===== src/rtl/wb_master_bridge.sv =====
// Single-transfer Wishbone classic initiator with valid/ready command and response ports.
// Define WBM_TIMEOUT_EN to abort cycles that are not acknowledged within TIMEOUT_CYC BUS cycles.
module wb_master_bridge #(
  parameter int ADR_W       = 32,
  parameter int DAT_W       = 32,
  parameter int TIMEOUT_CYC = 255
) (
  input  logic               wb_clk_i,
  input  logic               wb_rst_i,
  input  logic               cmd_valid_i,
  output logic               cmd_ready_o,
  input  logic               cmd_we_i,
  input  logic [ADR_W-1:0]   cmd_adr_i,
  input  logic [DAT_W-1:0]   cmd_dat_i,
  input  logic [DAT_W/8-1:0] cmd_sel_i,
  output logic               rsp_valid_o,
  input  logic               rsp_ready_i,
  output logic [DAT_W-1:0]   rsp_dat_o,
  output logic               rsp_err_o,
  output logic               wbm_cyc_o,
  output logic               wbm_stb_o,
  output logic               wbm_we_o,
  output logic [DAT_W/8-1:0] wbm_sel_o,
  output logic [ADR_W-1:0]   wbm_adr_o,
  output logic [DAT_W-1:0]   wbm_dat_o,
  input  logic               wbm_ack_i,
  input  logic [DAT_W-1:0]   wbm_dat_i,
  output logic               busy_o
);

  typedef enum logic [1:0] {
    S_IDLE = 2'd0,
    S_BUS  = 2'd1,
    S_RESP = 2'd2
  } state_t;

  state_t             state_q;
  logic               cyc_q;
  logic               stb_q;
  logic               we_q;
  logic [DAT_W/8-1:0] sel_q;
  logic [ADR_W-1:0]   adr_q;
  logic [DAT_W-1:0]   dat_q;
  logic               rsp_valid_q;
  logic [DAT_W-1:0]   rsp_dat_q;
  logic               rsp_err_q;
  logic               busy_q;

  if (TIMEOUT_CYC < 1) begin : g_cfg_check
    $error("wb_master_bridge: TIMEOUT_CYC must be at least 1");
  end

`ifdef WBM_TIMEOUT_EN
  localparam int TMR_W = $clog2(TIMEOUT_CYC + 1);
  logic [TMR_W-1:0] timer_q;
`endif

  // Transfer sequencer: owns every registered output of the bridge.
  always_ff @(posedge wb_clk_i or negedge wb_rst_i) begin
    if (!wb_rst_i) begin
      state_q     <= S_IDLE;
      cyc_q       <= 1'b0;
      stb_q       <= 1'b0;
      we_q        <= 1'b0;
      sel_q       <= '0;
      adr_q       <= '0;
      dat_q       <= '0;
      rsp_valid_q <= 1'b0;
      rsp_dat_q   <= '0;
      rsp_err_q   <= 1'b0;
      busy_q      <= 1'b0;
`ifdef WBM_TIMEOUT_EN
      timer_q     <= '0;
`endif
    end else begin
      case (state_q)
        S_IDLE: begin
          if (cmd_valid_i) begin
            state_q <= S_BUS;
            cyc_q   <= 1'b1;
            stb_q   <= 1'b1;
            we_q    <= cmd_we_i;
            sel_q   <= cmd_sel_i;
            adr_q   <= cmd_adr_i;
            dat_q   <= cmd_dat_i;
            busy_q  <= 1'b1;
`ifdef WBM_TIMEOUT_EN
            timer_q <= '0;
`endif
          end
        end
        S_BUS: begin
          // Ack takes priority over an expiring timer in the same cycle.
          if (wbm_ack_i) begin
            state_q     <= S_RESP;
            cyc_q       <= 1'b0;
            stb_q       <= 1'b0;
            we_q        <= 1'b0;
            rsp_valid_q <= 1'b1;
            rsp_err_q   <= 1'b0;
            rsp_dat_q   <= we_q ? '0 : wbm_dat_i;
          end
`ifdef WBM_TIMEOUT_EN
          else if (timer_q >= TMR_W'(TIMEOUT_CYC - 1)) begin
            state_q     <= S_RESP;
            cyc_q       <= 1'b0;
            stb_q       <= 1'b0;
            we_q        <= 1'b0;
            rsp_valid_q <= 1'b1;
            rsp_err_q   <= 1'b1;
            rsp_dat_q   <= '0;
          end else begin
            timer_q <= timer_q + TMR_W'(1);
          end
`endif
        end
        S_RESP: begin
          if (rsp_ready_i) begin
            state_q     <= S_IDLE;
            rsp_valid_q <= 1'b0;
            busy_q      <= 1'b0;
          end
        end
        default: begin
          state_q     <= S_IDLE;
          cyc_q       <= 1'b0;
          stb_q       <= 1'b0;
          we_q        <= 1'b0;
          rsp_valid_q <= 1'b0;
          busy_q      <= 1'b0;
        end
      endcase
    end
  end

  assign cmd_ready_o = (state_q == S_IDLE);
  assign rsp_valid_o = rsp_valid_q;
  assign rsp_dat_o   = rsp_dat_q;
  assign rsp_err_o   = rsp_err_q;
  assign wbm_cyc_o   = cyc_q;
  assign wbm_stb_o   = stb_q;
  assign wbm_we_o    = we_q;
  assign wbm_sel_o   = sel_q;
  assign wbm_adr_o   = adr_q;
  assign wbm_dat_o   = dat_q;
  assign busy_o      = busy_q;

endmodule


===== config.mk =====
export PLATFORM = sky130hd
export DESIGN_NAME = wb_master_bridge
export DESIGN_NICKNAME = d
export VERILOG_FILES = /design/src/rtl/wb_master_bridge.sv
export SDC_FILE = /design/constraint.sdc
export NUM_CORES = 1
export LEC_CHECK = 0
export BUFFER_PORTS_ARGS = -buffer_cell sky130_fd_sc_hd__buf_2
export CAP_MARGIN = 20
export CORE_ASPECT_RATIO = 0.7
export CORE_MARGIN = 10
export CORE_UTILIZATION = 40
export DETAILED_ROUTE_END_ITERATION = 16
export GPL_ROUTABILITY_DRIVEN = 0
export PLACE_DENSITY_LB_ADDON = 0.25
export SLEW_MARGIN = 20
export SYNTH_ARGS = -nofsm -noshare
export SYNTH_HDL_FRONTEND = slang
export SYNTH_SLANG_ARGS = --single-unit

===== constraint.sdc =====
create_clock -name wb_clk_i -period 3.4 [get_ports wb_clk_i]
set_input_delay 0 -clock wb_clk_i [delete_from_list [all_inputs] [get_ports wb_clk_i]]
set_output_delay 0 -clock wb_clk_i [all_outputs]
set_load 0.03 [all_outputs]

==> impl_metrics.env <==
export IMPL_syn_area_um2=4170
export IMPL_finalHoldViolCount=0
export IMPL_nFillCells=758
export IMPL_synth_cell_types=24
export IMPL_drc=0
export IMPL_clk_latency_ps=340
export IMPL_start_util_pct=40.7
export IMPL_place_area_um2=5310
export IMPL_ctsHoldBuffers=104
export IMPL_tns_ps=0
export IMPL_syn_area_per_cell_um2=13.2
export IMPL_fmax_mhz=475
export IMPL_path_clk_slew_ps=60
export IMPL_finalCritPeriodShare_pct=61.9
export IMPL_wl_per_cell_um=17.5
export IMPL_start_kind="flip-flop"
export IMPL_irDropWorstVdd_mv=0.449
export IMPL_status="complete, no violations"
export IMPL_grt_overflow=0
export IMPL_io_pins=213
export IMPL_cts_root_buf="clkbuf_16"
export IMPL_cts_sinks=106
export IMPL_initialDrtViolationCount=153
export IMPL_skew_ps=4.15
export IMPL_grtUsageTotal_pct=17.7
export IMPL_wl_mm=13.4
export IMPL_clk_path_buf_depth=2
export IMPL_critPathCaptureType="flip-flop"
export IMPL_final_nets=732
export IMPL_stdcell_area_um2=6650
export IMPL_rsz0062_at_grt="no"
export IMPL_crit_arrival_ps=2310
export IMPL_dp_hpwl_mm=8.76
export IMPL_worst_pin_slew_ps=924
export IMPL_power_mw=6.54
export IMPL_cts_buffers_inserted=9
export IMPL_rows=31
export IMPL_cts_resized=0
export IMPL_num_vias=3518
export IMPL_leakage_nw=3.33
export IMPL_htree_levels=3
export IMPL_area_growth_pct=59.5
export IMPL_port_buffers=211
export IMPL_core_area_um2=10200
export IMPL_grt_pass1_wl_mm=21.5
export IMPL_grt_pass1_vias=3941
export IMPL_path_class="reg -> reg"
export IMPL_final_layout_size_suffix_gt1_share_pct=47.5
export IMPL_synth_nets=422
export IMPL_powerDensity_nw_per_um2=984
export IMPL_yosysSeqAreaShare_pct=63.7
export IMPL_synthCells=316
export IMPL_grt_max_degree=69
export IMPL_antenna_found_initial=1
export IMPL_die_area_um2=15000
export IMPL_finalMaxSlewViolations=0
export IMPL_firstDrtPassIters=4
export IMPL_r2r_slack_ps=1300
export IMPL_ant_nets=0
export IMPL_cts_tree="built"
export IMPL_cts_setup_buffers=0
export IMPL_path_max_fanout=38
export IMPL_fin_crit_ps=2100
export IMPL_crit_required_ps=3600
export IMPL_routed_via_density=4.60
export IMPL_dieHeight_um=105
export IMPL_drv_cap=0
export IMPL_die_w_um=142
export IMPL_synth_warnings=0
export IMPL_hold_path_class="in -> reg"
export IMPL_ys_ff_latch=106
export IMPL_slew_headroom_pct=38.2
export IMPL_setup_viol=0
cell usage after synthesis:
library cell / count / area, um2
nand2b_4: 1 / 13.8
inv_1: 4 / 15.0
clkinv_1: 1 / 3.75
nor2b_1: 1 / 6.26
o32ai_1: 1 / 8.76
dfrtp_1: 106 / 2650
buf_8: 2 / 30.0
mux2_2: 48 / 541
buf_2: 8 / 40.0
o22ai_1: 1 / 6.26
buf_4: 3 / 22.5
buf_6: 1 / 11.3
o21ai_0: 35 / 175
conb_1: 1 / 3.75
nand3b_1: 1 / 7.51
o22a_1: 1 / 8.76
nor2_1: 2 / 7.51
nand2_1: 67 / 251
or2b_1: 1 / 7.51
clkbuf_1: 6 / 22.5
nand3_1: 1 / 5.00
nor2_4: 1 / 11.3
a21oi_1: 3 / 15.0
mux2_4: 20 / 300
flip-flops by register name, indices dropped and copies added (netlist names):
name,cells
busy_o,1
rsp_dat_o,32
rsp_valid_o,1
state_q,2
wbm_adr_o,32
wbm_dat_o,32
wbm_sel_o,4
wbm_stb_o,1
wbm_we_o,1
logic make-up (layout without fill, tap and decap cells):
kind of cell | count (synthesis) | count (layout) | share of synthesized area, %
AO/OA/AOI/OAI | 41 | 41 | 5.14
multiplexers | 68 | 68 | 20.2
buffers and inverters | 25 | 340 | 3.48
other | 1 | 2 | 0.0900
flip-flops | 106 | 106 | 63.7
AND/OR/NAND/NOR | 75 | 75 | 7.45
critical path: stages, from the launching register on:
cell,delay (ps)
dfrtp_1,490
nand3b_1,760
buf_4,510
nand2_1,110
o21ai_0,80
metal layers:
| metal | wire [um] | vias up | GRT usage (%) |
|---|---|---|---|
| met3 | 1290 | 18 | 7.26 |
| met5 | 0 | - | 0 |
| li1 | - | 1674 | - |
| met1 | 5610 | 1659 | 21.2 |
| met2 | 6300 | 167 | 28.7 |
| met4 | 172 | 0 | 4.66 |
report_power, final:
| group | switching (mW) | total [mW] | internal [mW] |
|---|---|---|---|
| Sequential | 0.358 | 2.23 | 1.88 |
| Clock | 0.441 | 1.01 | 0.571 |
| Combinational | 2.12 | 3.30 | 1.18 |
| Total | 2.92 | 6.54 | 3.62 |
final cells by class:
type / count / area (um2) / area share, %
inverter: 5 / 18.8 / 0.282
clock buffer: 10 / 229 / 3.45
sequential: 106 / 2650 / 39.9
clock inverter: 6 / 67.6 / 1.02
tap: 132 / 165 / 2.48
antenna: 1 / 2.50 / 0.0377
multi-input combinational: 185 / 1370 / 20.6
timing repair buffer: 319 / 2140 / 32.2
cells in the final DEF (no fill, tap or decap), types with 2 or more instances in the layout:
master | Yosys | final
a21oi_1 | 3 | 3
buf_2 | 8 | 210
buf_4 | 3 | 4
clkbuf_16 | 0 | 9
clkinvlp_4 | 0 | 5
dfrtp_1 | 106 | 106
dlygate4sd3_1 | 0 | 104
inv_1 | 4 | 4
mux2_2 | 48 | 48
mux2_4 | 20 | 20
nand2_1 | 67 | 67
nor2_1 | 2 | 2
o21ai_0 | 35 | 35
through the flow:
step | setup slack (ps) | std cells | utilization [%] | hold WS (ps)
6_report | 1300 | 764 | 64.9 | 86.6
4_1_cts | 1300 | 763 | 64.9 | 66.2
3_3_place_gp | 1450 | 643 | 51.8 | -14.4
2_1_floorplan | 1980 | 316 | - | -296
5_1_grt | 1140 | 764 | 64.9 | 113
3_5_place_dp | 1320 | 643 | 51.8 | -11.4
path summary, 6_finish.rpt:
check,startpoint,endpoint,cells after the start
min in group asynchronous,wb_rst_i,wbm_adr_o[11]$_DFFE_PN0P_,2
setup reg to reg,state_q[1]$_DFFE_PN0P_,rsp_dat_o[21]$_DFFE_PN0P_,4
max in group asynchronous,wb_rst_i,rsp_dat_o[27]$_DFFE_PN0P_,3
hold / removal,cmd_we_i,wbm_we_o$_DFFE_PN0P_,4
setup / recovery,state_q[1]$_DFFE_PN0P_,rsp_dat_o[21]$_DFFE_PN0P_,4
hold reg to reg,rsp_dat_o[27]$_DFFE_PN0P_,rsp_dat_o[27]$_DFFE_PN0P_,2
Power figures use the tool's default switching activity.
